**src/rtl/sram_arbiter_if.sv**
```systemverilog
// Bus bundle for the two-port SRAM arbiter: requester ports A/B, the SRAM
// side, and the two qualifiers (clk_valid, boot_mode) that gate arbitration.
interface sram_arbiter_if #(
  parameter int ADDR_W = 6,
  parameter int DATA_W = 8
);
  logic              clk_valid;
  logic              boot_mode;

  logic              a_req;
  logic              a_we;
  logic [ADDR_W-1:0] a_addr;
  logic [DATA_W-1:0] a_wdata;
  logic              a_gnt;
  logic              a_rvalid;
  logic [DATA_W-1:0] a_rdata;

  logic              b_req;
  logic              b_we;
  logic [ADDR_W-1:0] b_addr;
  logic [DATA_W-1:0] b_wdata;
  logic              b_gnt;
  logic              b_rvalid;
  logic [DATA_W-1:0] b_rdata;

  logic              sram_en;
  logic              sram_we;
  logic [ADDR_W-1:0] sram_addr;
  logic [DATA_W-1:0] sram_wdata;
  logic [DATA_W-1:0] sram_rdata;

  // Arbiter side
  modport slave (
    input  clk_valid, boot_mode,
    input  a_req, a_we, a_addr, a_wdata,
    input  b_req, b_we, b_addr, b_wdata,
    input  sram_rdata,
    output a_gnt, a_rvalid, a_rdata,
    output b_gnt, b_rvalid, b_rdata,
    output sram_en, sram_we, sram_addr, sram_wdata
  );

  // Requester / SRAM-model side
  modport master (
    output clk_valid, boot_mode,
    output a_req, a_we, a_addr, a_wdata,
    output b_req, b_we, b_addr, b_wdata,
    output sram_rdata,
    input  a_gnt, a_rvalid, a_rdata,
    input  b_gnt, b_rvalid, b_rdata,
    input  sram_en, sram_we, sram_addr, sram_wdata
  );
endinterface

```
**src/rtl/sram_arbiter.sv**
```systemverilog
// Two-port SRAM arbiter. Port B always eligible, port A only outside boot
// mode; ties go to the port not granted last. One access cycle per grant,
// plus one wait cycle for reads so the SRAM output can be captured.
//
//   state  | meaning
//   IDLE   | no transaction; arbitrate eligible requests
//   ACCESS | SRAM strobed with latched request, owner gnt pulse
//   RDWAIT | SRAM read data valid; capture into owner rdata
module sram_arbiter #(
  parameter int ADDR_W = 6,
  parameter int DATA_W = 8
) (
  input  logic          clk,
  input  logic          arst_n,
  sram_arbiter_if.slave bus
);

  typedef enum logic [1:0] {
    IDLE   = 2'd0,
    ACCESS = 2'd1,
    RDWAIT = 2'd2
  } state_t;

  state_t state;
  logic   last_b;
  logic   owner_b;

  logic a_elig;
  logic b_elig;
  logic pick_b;

  // Eligibility and tie-break: B wins if A is not eligible or A won last time.
  assign a_elig = bus.a_req & ~bus.boot_mode;
  assign b_elig = bus.b_req;
  assign pick_b = b_elig & (~a_elig | ~last_b);

  // Arbiter FSM; every output is a register written here.
  always_ff @(posedge clk) begin
    if (!arst_n) begin
      state          <= IDLE;
      last_b         <= 1'b1;
      owner_b        <= 1'b0;
      bus.a_gnt      <= 1'b0;
      bus.b_gnt      <= 1'b0;
      bus.a_rvalid   <= 1'b0;
      bus.b_rvalid   <= 1'b0;
      bus.a_rdata    <= '0;
      bus.b_rdata    <= '0;
      bus.sram_en    <= 1'b0;
      bus.sram_we    <= 1'b0;
      bus.sram_addr  <= '0;
      bus.sram_wdata <= '0;
    end else if (bus.clk_valid) begin
      bus.a_gnt    <= 1'b0;
      bus.b_gnt    <= 1'b0;
      bus.a_rvalid <= 1'b0;
      bus.b_rvalid <= 1'b0;
      bus.sram_en  <= 1'b0;
      case (state)
        IDLE: begin
          if (a_elig || b_elig) begin
            owner_b        <= pick_b;
            last_b         <= pick_b;
            bus.sram_en    <= 1'b1;
            bus.sram_we    <= pick_b ? bus.b_we    : bus.a_we;
            bus.sram_addr  <= pick_b ? bus.b_addr  : bus.a_addr;
            bus.sram_wdata <= pick_b ? bus.b_wdata : bus.a_wdata;
            bus.a_gnt      <= ~pick_b;
            bus.b_gnt      <= pick_b;
            state          <= ACCESS;
          end
        end
        ACCESS: begin
          // sram_we still holds the latched direction of this access
          state       <= bus.sram_we ? IDLE : RDWAIT;
          bus.sram_we <= 1'b0;
        end
        RDWAIT: begin
          if (owner_b) begin
            bus.b_rdata  <= bus.sram_rdata;
            bus.b_rvalid <= 1'b1;
          end else begin
            bus.a_rdata  <= bus.sram_rdata;
            bus.a_rvalid <= 1'b1;
          end
          state <= IDLE;
        end
        default: state <= IDLE;
      endcase
    end
  end

endmodule

```
**src/flat_wrapper.sv**
```systemverilog
// flat-port wrapper written by rule: the top's interface ports become plain ports
module sram_arbiter_flat 
#(
  parameter int ADDR_W = 6,
  parameter int DATA_W = 8
)
  (clk, arst_n, bus_clk_valid, bus_boot_mode, bus_a_req, bus_a_we, bus_a_addr, bus_a_wdata, bus_b_req, bus_b_we, bus_b_addr, bus_b_wdata, bus_sram_rdata, bus_a_gnt, bus_a_rvalid, bus_a_rdata, bus_b_gnt, bus_b_rvalid, bus_b_rdata, bus_sram_en, bus_sram_we, bus_sram_addr, bus_sram_wdata);
  sram_arbiter_if #(.ADDR_W(ADDR_W), .DATA_W(DATA_W)) bus_i ();
  input  logic clk;
  input  logic arst_n;
  input wire logic [$bits(bus_i.clk_valid)-1:0] bus_clk_valid;
  input wire logic [$bits(bus_i.boot_mode)-1:0] bus_boot_mode;
  input wire logic [$bits(bus_i.a_req)-1:0] bus_a_req;
  input wire logic [$bits(bus_i.a_we)-1:0] bus_a_we;
  input wire logic [$bits(bus_i.a_addr)-1:0] bus_a_addr;
  input wire logic [$bits(bus_i.a_wdata)-1:0] bus_a_wdata;
  input wire logic [$bits(bus_i.b_req)-1:0] bus_b_req;
  input wire logic [$bits(bus_i.b_we)-1:0] bus_b_we;
  input wire logic [$bits(bus_i.b_addr)-1:0] bus_b_addr;
  input wire logic [$bits(bus_i.b_wdata)-1:0] bus_b_wdata;
  input wire logic [$bits(bus_i.sram_rdata)-1:0] bus_sram_rdata;
  output wire logic [$bits(bus_i.a_gnt)-1:0] bus_a_gnt;
  output wire logic [$bits(bus_i.a_rvalid)-1:0] bus_a_rvalid;
  output wire logic [$bits(bus_i.a_rdata)-1:0] bus_a_rdata;
  output wire logic [$bits(bus_i.b_gnt)-1:0] bus_b_gnt;
  output wire logic [$bits(bus_i.b_rvalid)-1:0] bus_b_rvalid;
  output wire logic [$bits(bus_i.b_rdata)-1:0] bus_b_rdata;
  output wire logic [$bits(bus_i.sram_en)-1:0] bus_sram_en;
  output wire logic [$bits(bus_i.sram_we)-1:0] bus_sram_we;
  output wire logic [$bits(bus_i.sram_addr)-1:0] bus_sram_addr;
  output wire logic [$bits(bus_i.sram_wdata)-1:0] bus_sram_wdata;
  assign bus_i.clk_valid = bus_clk_valid;
  assign bus_i.boot_mode = bus_boot_mode;
  assign bus_i.a_req = bus_a_req;
  assign bus_i.a_we = bus_a_we;
  assign bus_i.a_addr = bus_a_addr;
  assign bus_i.a_wdata = bus_a_wdata;
  assign bus_i.b_req = bus_b_req;
  assign bus_i.b_we = bus_b_we;
  assign bus_i.b_addr = bus_b_addr;
  assign bus_i.b_wdata = bus_b_wdata;
  assign bus_i.sram_rdata = bus_sram_rdata;
  assign bus_a_gnt = bus_i.a_gnt;
  assign bus_a_rvalid = bus_i.a_rvalid;
  assign bus_a_rdata = bus_i.a_rdata;
  assign bus_b_gnt = bus_i.b_gnt;
  assign bus_b_rvalid = bus_i.b_rvalid;
  assign bus_b_rdata = bus_i.b_rdata;
  assign bus_sram_en = bus_i.sram_en;
  assign bus_sram_we = bus_i.sram_we;
  assign bus_sram_addr = bus_i.sram_addr;
  assign bus_sram_wdata = bus_i.sram_wdata;
  sram_arbiter #(.ADDR_W(ADDR_W), .DATA_W(DATA_W)) u_core (.clk(clk), .arst_n(arst_n), .bus(bus_i));
endmodule
```
**config.mk**
```make
export PLATFORM = sky130hd
export DESIGN_NAME = sram_arbiter_flat
export DESIGN_NICKNAME = d
export VERILOG_FILES = /design/src/rtl/sram_arbiter_if.sv /design/src/rtl/sram_arbiter.sv /design/src/flat_wrapper.sv
export SDC_FILE = /design/constraint.sdc
export NUM_CORES = 1
export LEC_CHECK = 0
export CAP_MARGIN = 10
export CORE_ASPECT_RATIO = 0.9
export CORE_MARGIN = 2
export CORE_UTILIZATION = 39
export DETAILED_ROUTE_END_ITERATION = 12
export MAX_ROUTING_LAYER = met4
export PLACE_DENSITY_LB_ADDON = 0.12
export SLEW_MARGIN = 0
export SYNTH_ARGS = -nofsm -noshare
export SYNTH_HDL_FRONTEND = slang
export SYNTH_SLANG_ARGS = --single-unit
```
**constraint.sdc**
```tcl
create_clock -name clk -period 1.95 [get_ports clk]
set_input_delay 0.195 -clock clk [delete_from_list [all_inputs] [get_ports clk]]
set_output_delay 0.195 -clock clk [all_outputs]
set_load 0.02 [all_outputs]
```
Word-level counts from Yosys, hierarchy flattened
Cells that the tools add are included.

word-level totals
  output and inout bits = 36
  logic and storage cells = 50
  input port bits = 44
  register bits = 40

cells by class
  equal/unequal tests = 3
  reduce and logical (&&, ||, !) cells = 8
  bitwise logic cells = 8
  mux-type cells = 18

operator list
  cell                                           number
  two-way mux 1 bit                              12
  AND reduction 3 bit                            4
  two-way mux 8 bit                              1
  two-way mux 6 bit                              1
  NOT 1 bit                                      5
  two-way mux 2 bit                              2
  one-hot mux 2 bit (2 select lines)             1
  AND 1 bit                                      2
  == test 2 x 1 -> 1 bit, second input constant  1
  == test 2 bit, second input constant           1
  logical NOT 2 bit                              1
  != test 2 x 1 -> 1 bit, second input constant  1
  one-hot mux 1 bit (2 select lines)             1
  AND reduction 2 bit                            1
  nonzero test 2 bit                             1
  logical OR 1 bit                               1
  OR 1 bit                                       1

Depth between registers and ports, before layout
  depth after elaboration = 8
  depth in mapped cells = 6
  depth with buffers taken out = 4

Worst setup path after synthesis
No wires, ideal clock.

  kind = register to register
  start point = reg u_core.state[1]
  end point = reg u_core.bus.sram_addr[4]
  data arrival time = 1298 ps
  buffers on the path = 1
  period minus slack after synthesis = 1420 ps
  setup slack = 530 ps
  library setup time = 122 ps
  stages on the path, launching flop included = 6
  path through = dfxtp_1 nor3b_4 o21ai_2 buf_6 and3_1 a221o_1

on the way
  cells in the longest elaborated chain, start to end = 2

RTL lines
  item                                  line                   text
  start, declared                       sram_arbiter.sv:24     state_t state;
  start signal, assigned                sram_arbiter.sv:75     state <= bus.sram_we ? IDLE : RDWAIT;
  logical NOT 2 bit                     sram_arbiter.sv:59     case (state)
  AND reduction 3 bit (no source line)  --
  end signal, assigned                  sram_arbiter.sv:66     bus.sram_addr <= pick_b ? bus.b_addr : bus.a_addr;
  end, declared                         sram_arbiter_if.sv:40  output sram_en, sram_we, sram_addr, sram_wdata

No other way between the ends.
A chain may end at the register's enable or synchronous reset.

Final worst setup path
  start point = in bus_a_req
  end point = reg u_core.bus.sram_addr[5]

on the way
  cells in the longest elaborated chain, start to end = 5

RTL lines
  item               line                text
  start, declared    flat_wrapper.sv:13  input wire logic [$bits(bus_i.a_req)-1:0] bus_a_req;
  AND 1 bit *        sram_arbiter.sv:33  assign a_elig = bus.a_req & ~bus.boot_mode;
  NOT 1 bit          sram_arbiter.sv:35  assign pick_b = b_elig & (~a_elig | ~last_b);
  OR 1 bit           sram_arbiter.sv:35
  AND 1 bit          sram_arbiter.sv:35
  two-way mux 6 bit  sram_arbiter.sv:66

Mark *: on every way between the ends. The rest lies on a longest branch, timed or not.

==> impl_metrics.env <==
export IMPL_fp_dieW_um=71.55
export IMPL_die_area_um2=4636
export IMPL_yosysWarnings=0
export IMPL_num_vias=1501
export IMPL_crit_end="u_core.bus.sram_addr[5]"
export IMPL_fillers=358
export IMPL_cts_tree="yes"
export IMPL_ys_ff_latch=40
export IMPL_final_cell_mix="79 x clkdlybuf4s50_1, 40 x dfxtp_1, 36 x nand2_1"
export IMPL_avgSynthCellArea_um2=9.590
export IMPL_grt_max_degree=25
export IMPL_cts_buffer_depth=2
export IMPL_end_kind="register"
export IMPL_max_freq_mhz=629.7
export IMPL_power_density_nw_per_um2=711.0
export IMPL_tns_ns=0
export IMPL_dr_first_iter_drc_count=69
export IMPL_fin_cells=297
export IMPL_startpoint="bus_a_req"
export IMPL_cts_made_buffers=5
export IMPL_avgViaCountPerCell=5.054
export IMPL_die_height_um=64.80
export IMPL_drt_pass1_iterations=4
export IMPL_critPathSlowestCell="clkdlybuf4s50_1"
export IMPL_hold_viol=0
export IMPL_synth_area_um2=1602
export IMPL_synth_compound_area_share_pct=22.27
export IMPL_power_switching_uw=408.7
export IMPL_worst_slew_pin_slew_ns=0.5103
export IMPL_grt_pass1_wl_um=6410
export IMPL_syn_num_nets=211
export IMPL_critPathBufInv=1
export IMPL_cts_clk_slew_worst_paths_ns=0.07
export IMPL_synthMuxAreaShare_pct=0
export IMPL_rows=22
export IMPL_reg2reg_from="u_core.state[1]"
export IMPL_ctsHoldBuffers=0
export IMPL_grt_overflow_total=0
export IMPL_cp_required_ns=2.12
export IMPL_start_util_pct=39.85
export IMPL_synth_edff_count=0
export IMPL_n_antenna_cell=0
export IMPL_maxSlewHeadroom_pct=65.98
export IMPL_rrSetupSlack_ns=0.40
export IMPL_max_stage_delay_ns=0.45
export IMPL_crit_family="simple AND/OR/NAND/NOR gates"
export IMPL_worstSkewPairLatency_ns=0.28
export IMPL_reg2reg_depth=3
export IMPL_dp_cells=289
export IMPL_worst_clock_skew_ns=0.004935
export IMPL_core_um2=4019
export IMPL_r2r_end="u_core.bus.sram_addr[5]"
export IMPL_port_buffers=79
export IMPL_yosys_area_share_xor_xnor_pct=0
export IMPL_pwr_share_clk_pct=36.1
export IMPL_grt_use_total_pct=18.05
export IMPL_period_share_pct=81.43
export IMPL_swShare_pct=22.59
export IMPL_ir_drop_v=0.0003558
export IMPL_drtAntennaViolNets=0
export IMPL_setup_viol=0
export IMPL_max_cap_violations=0
export IMPL_finalWirelength_um=4025
export IMPL_outcome="finished clean"
export IMPL_nNetsFinal=292
export IMPL_synth_distinct_cells=28
export IMPL_root_buffer="clkbuf_8"
export IMPL_stdcell_area_um2=2545
export IMPL_yosys_area_share_adder_pct=0
export IMPL_synth_top_family_by_area="simple AND/OR/NAND/NOR gates"
export IMPL_post_cts_resized=0
export IMPL_post_cts_repair_setup_buffers=0
export IMPL_syn_to_final_growth_pct=58.91
export IMPL_synth_largest_area_cell="dfxtp_1"
export IMPL_clock_sinks=40
export IMPL_synth_top_area_share_pct=50.00
export IMPL_drv_slew=0
export IMPL_place_hpwl_um=2915
export IMPL_power_leakage_nw=0.9714
export IMPL_p_seq_share_pct=48.1
export IMPL_finalCriticalPeriod_ns=1.588
export IMPL_synthFlopType="dfxtp_1"
export IMPL_yosysSeqAreaShare_pct=50.00
export IMPL_grt_pass1_vias=1420
export IMPL_internal_power_mw=1.401
export IMPL_whs_path_depth=2
export IMPL_start_kind="primary input"
export IMPL_crit_type="primary input to register"
export IMPL_antenna_found_initial=0
export IMPL_wire_per_inst_um=13.55
export IMPL_cp_depth=5
export IMPL_htree_levels=2
export IMPL_synth_simple_area_share_pct=23.52
export IMPL_ioPinCount=80
export IMPL_place_area_um2=2437
export IMPL_final_common_cell="clkdlybuf4s50_1"
export IMPL_cp_arrival_ns=1.76
export IMPL_pwr_share_comb_pct=15.8
export IMPL_gp_congestion=0.7913
export IMPL_netlist_top_cells_area="dfxtp_1 50%, a21boi_0 10%, a221o_1 8.8%"
export IMPL_crit_fanout=14
export IMPL_netlist_instances=167
export IMPL_hp_class="register to register"
export IMPL_drc=0
export IMPL_worstPathCellList="clkdlybuf4s50_1 > nor2b_2 > nand2_1 > and4_1 > a221o_1"
export IMPL_drive_gt1_share_pct=6.827
export IMPL_rsz0062_at_grt="false"
export IMPL_synthArstFlopShare_pct=0
## synth_stat cells (2+ instances only)
cell type / count
a221o_1: 14
buf_6: 2
nand3_1: 4
and3_1: 16
nand2_1: 36
dfxtp_1: 40
inv_1: 2
nor2b_1: 2
nand2b_1: 5
a21boi_0: 22
buf_2: 2
clkbuf_1: 6
## cell type report
type | count | area, µm² | share of cell area [%]
clock inverters | 2 | 35.03 | 1.377
well taps | 48 | 60.06 | 2.360
clock buffers | 6 | 72.57 | 2.852
multi-input cells | 114 | 733.2 | 28.81
inverters | 2 | 7.507 | 0.2950
flip-flops and latches | 40 | 800.8 | 31.47
repair buffers | 85 | 835.8 | 32.84
## tightest hold or removal path, cell delays in order (launching register included)
cell and delay (ns):
dfxtp_1 0.31, nand2_1 0.04, a21boi_0 0.06
## worst min-delay path by stage
stage                                         end                  start
after floorplan           u_core.bus.sram_addr[0]          bus_a_addr[0]
after global placement      u_core.bus.b_rdata[2]  u_core.bus.b_rdata[2]
after global routing        u_core.bus.a_rdata[2]  u_core.bus.a_rdata[2]
after CTS                   u_core.bus.b_rdata[2]  u_core.bus.b_rdata[2]
after detailed placement    u_core.bus.b_rdata[2]  u_core.bus.b_rdata[2]
final                       u_core.bus.b_rdata[2]  u_core.bus.b_rdata[2]
## power groups by stage
stage | Clock, mW | Sequential [mW] | Combinational (mW)
6_report | 0.653 | 0.871 | 0.286
5_1_grt | 0.708 | 0.875 | 0.306
4_1_cts | 0.666 | 0.870 | 0.288
3_5_place_dp | 0 | 0.888 | 0.287
3_3_place_gp | 0 | 0.889 | 0.285
2_1_floorplan | 0 | 0.920 | 0.0862
## kinds of logic after synthesis
logic type / count (synthesis)
simple gates: 71
compound gates: 43
flops: 40
buf+inv: 13
## per-stage QoR
stage | util, % | hold slack [ns] | power [mW] | worst slack, ns
3_5_place_dp | 60.65 | 0.4566 | 1.176 | 0.04534
4_1_cts | 63.32 | 0.4668 | 1.825 | 0.3512
2_1_floorplan | - | 0.3328 | 1.006 | 0.5298
3_3_place_gp | 60.65 | 0.4499 | 1.174 | 0.1063
5_1_grt | 63.32 | 0.4892 | 1.889 | 0.2164
6_report | 63.32 | 0.4603 | 1.810 | 0.3620
## per-layer routing
metal	part of all wire, %	GRT usage, %	up-vias	routed length (µm)
met4	3.0	8.726	0	119
li1	-	-	754	-
met1	45	21.94	678	1794
met3	6.4	3.733	10	256
met2	46	28.59	59	1855
met5	0	-	-	0
## state kept, by name (all words and copies together) (netlist names), 2 cells and up
register               count
u_core.bus.a_rdata         8
u_core.bus.b_rdata         8
u_core.bus.sram_addr       6
u_core.bus.sram_wdata      8
u_core.state               2
Power figures use the tool's default switching activity.
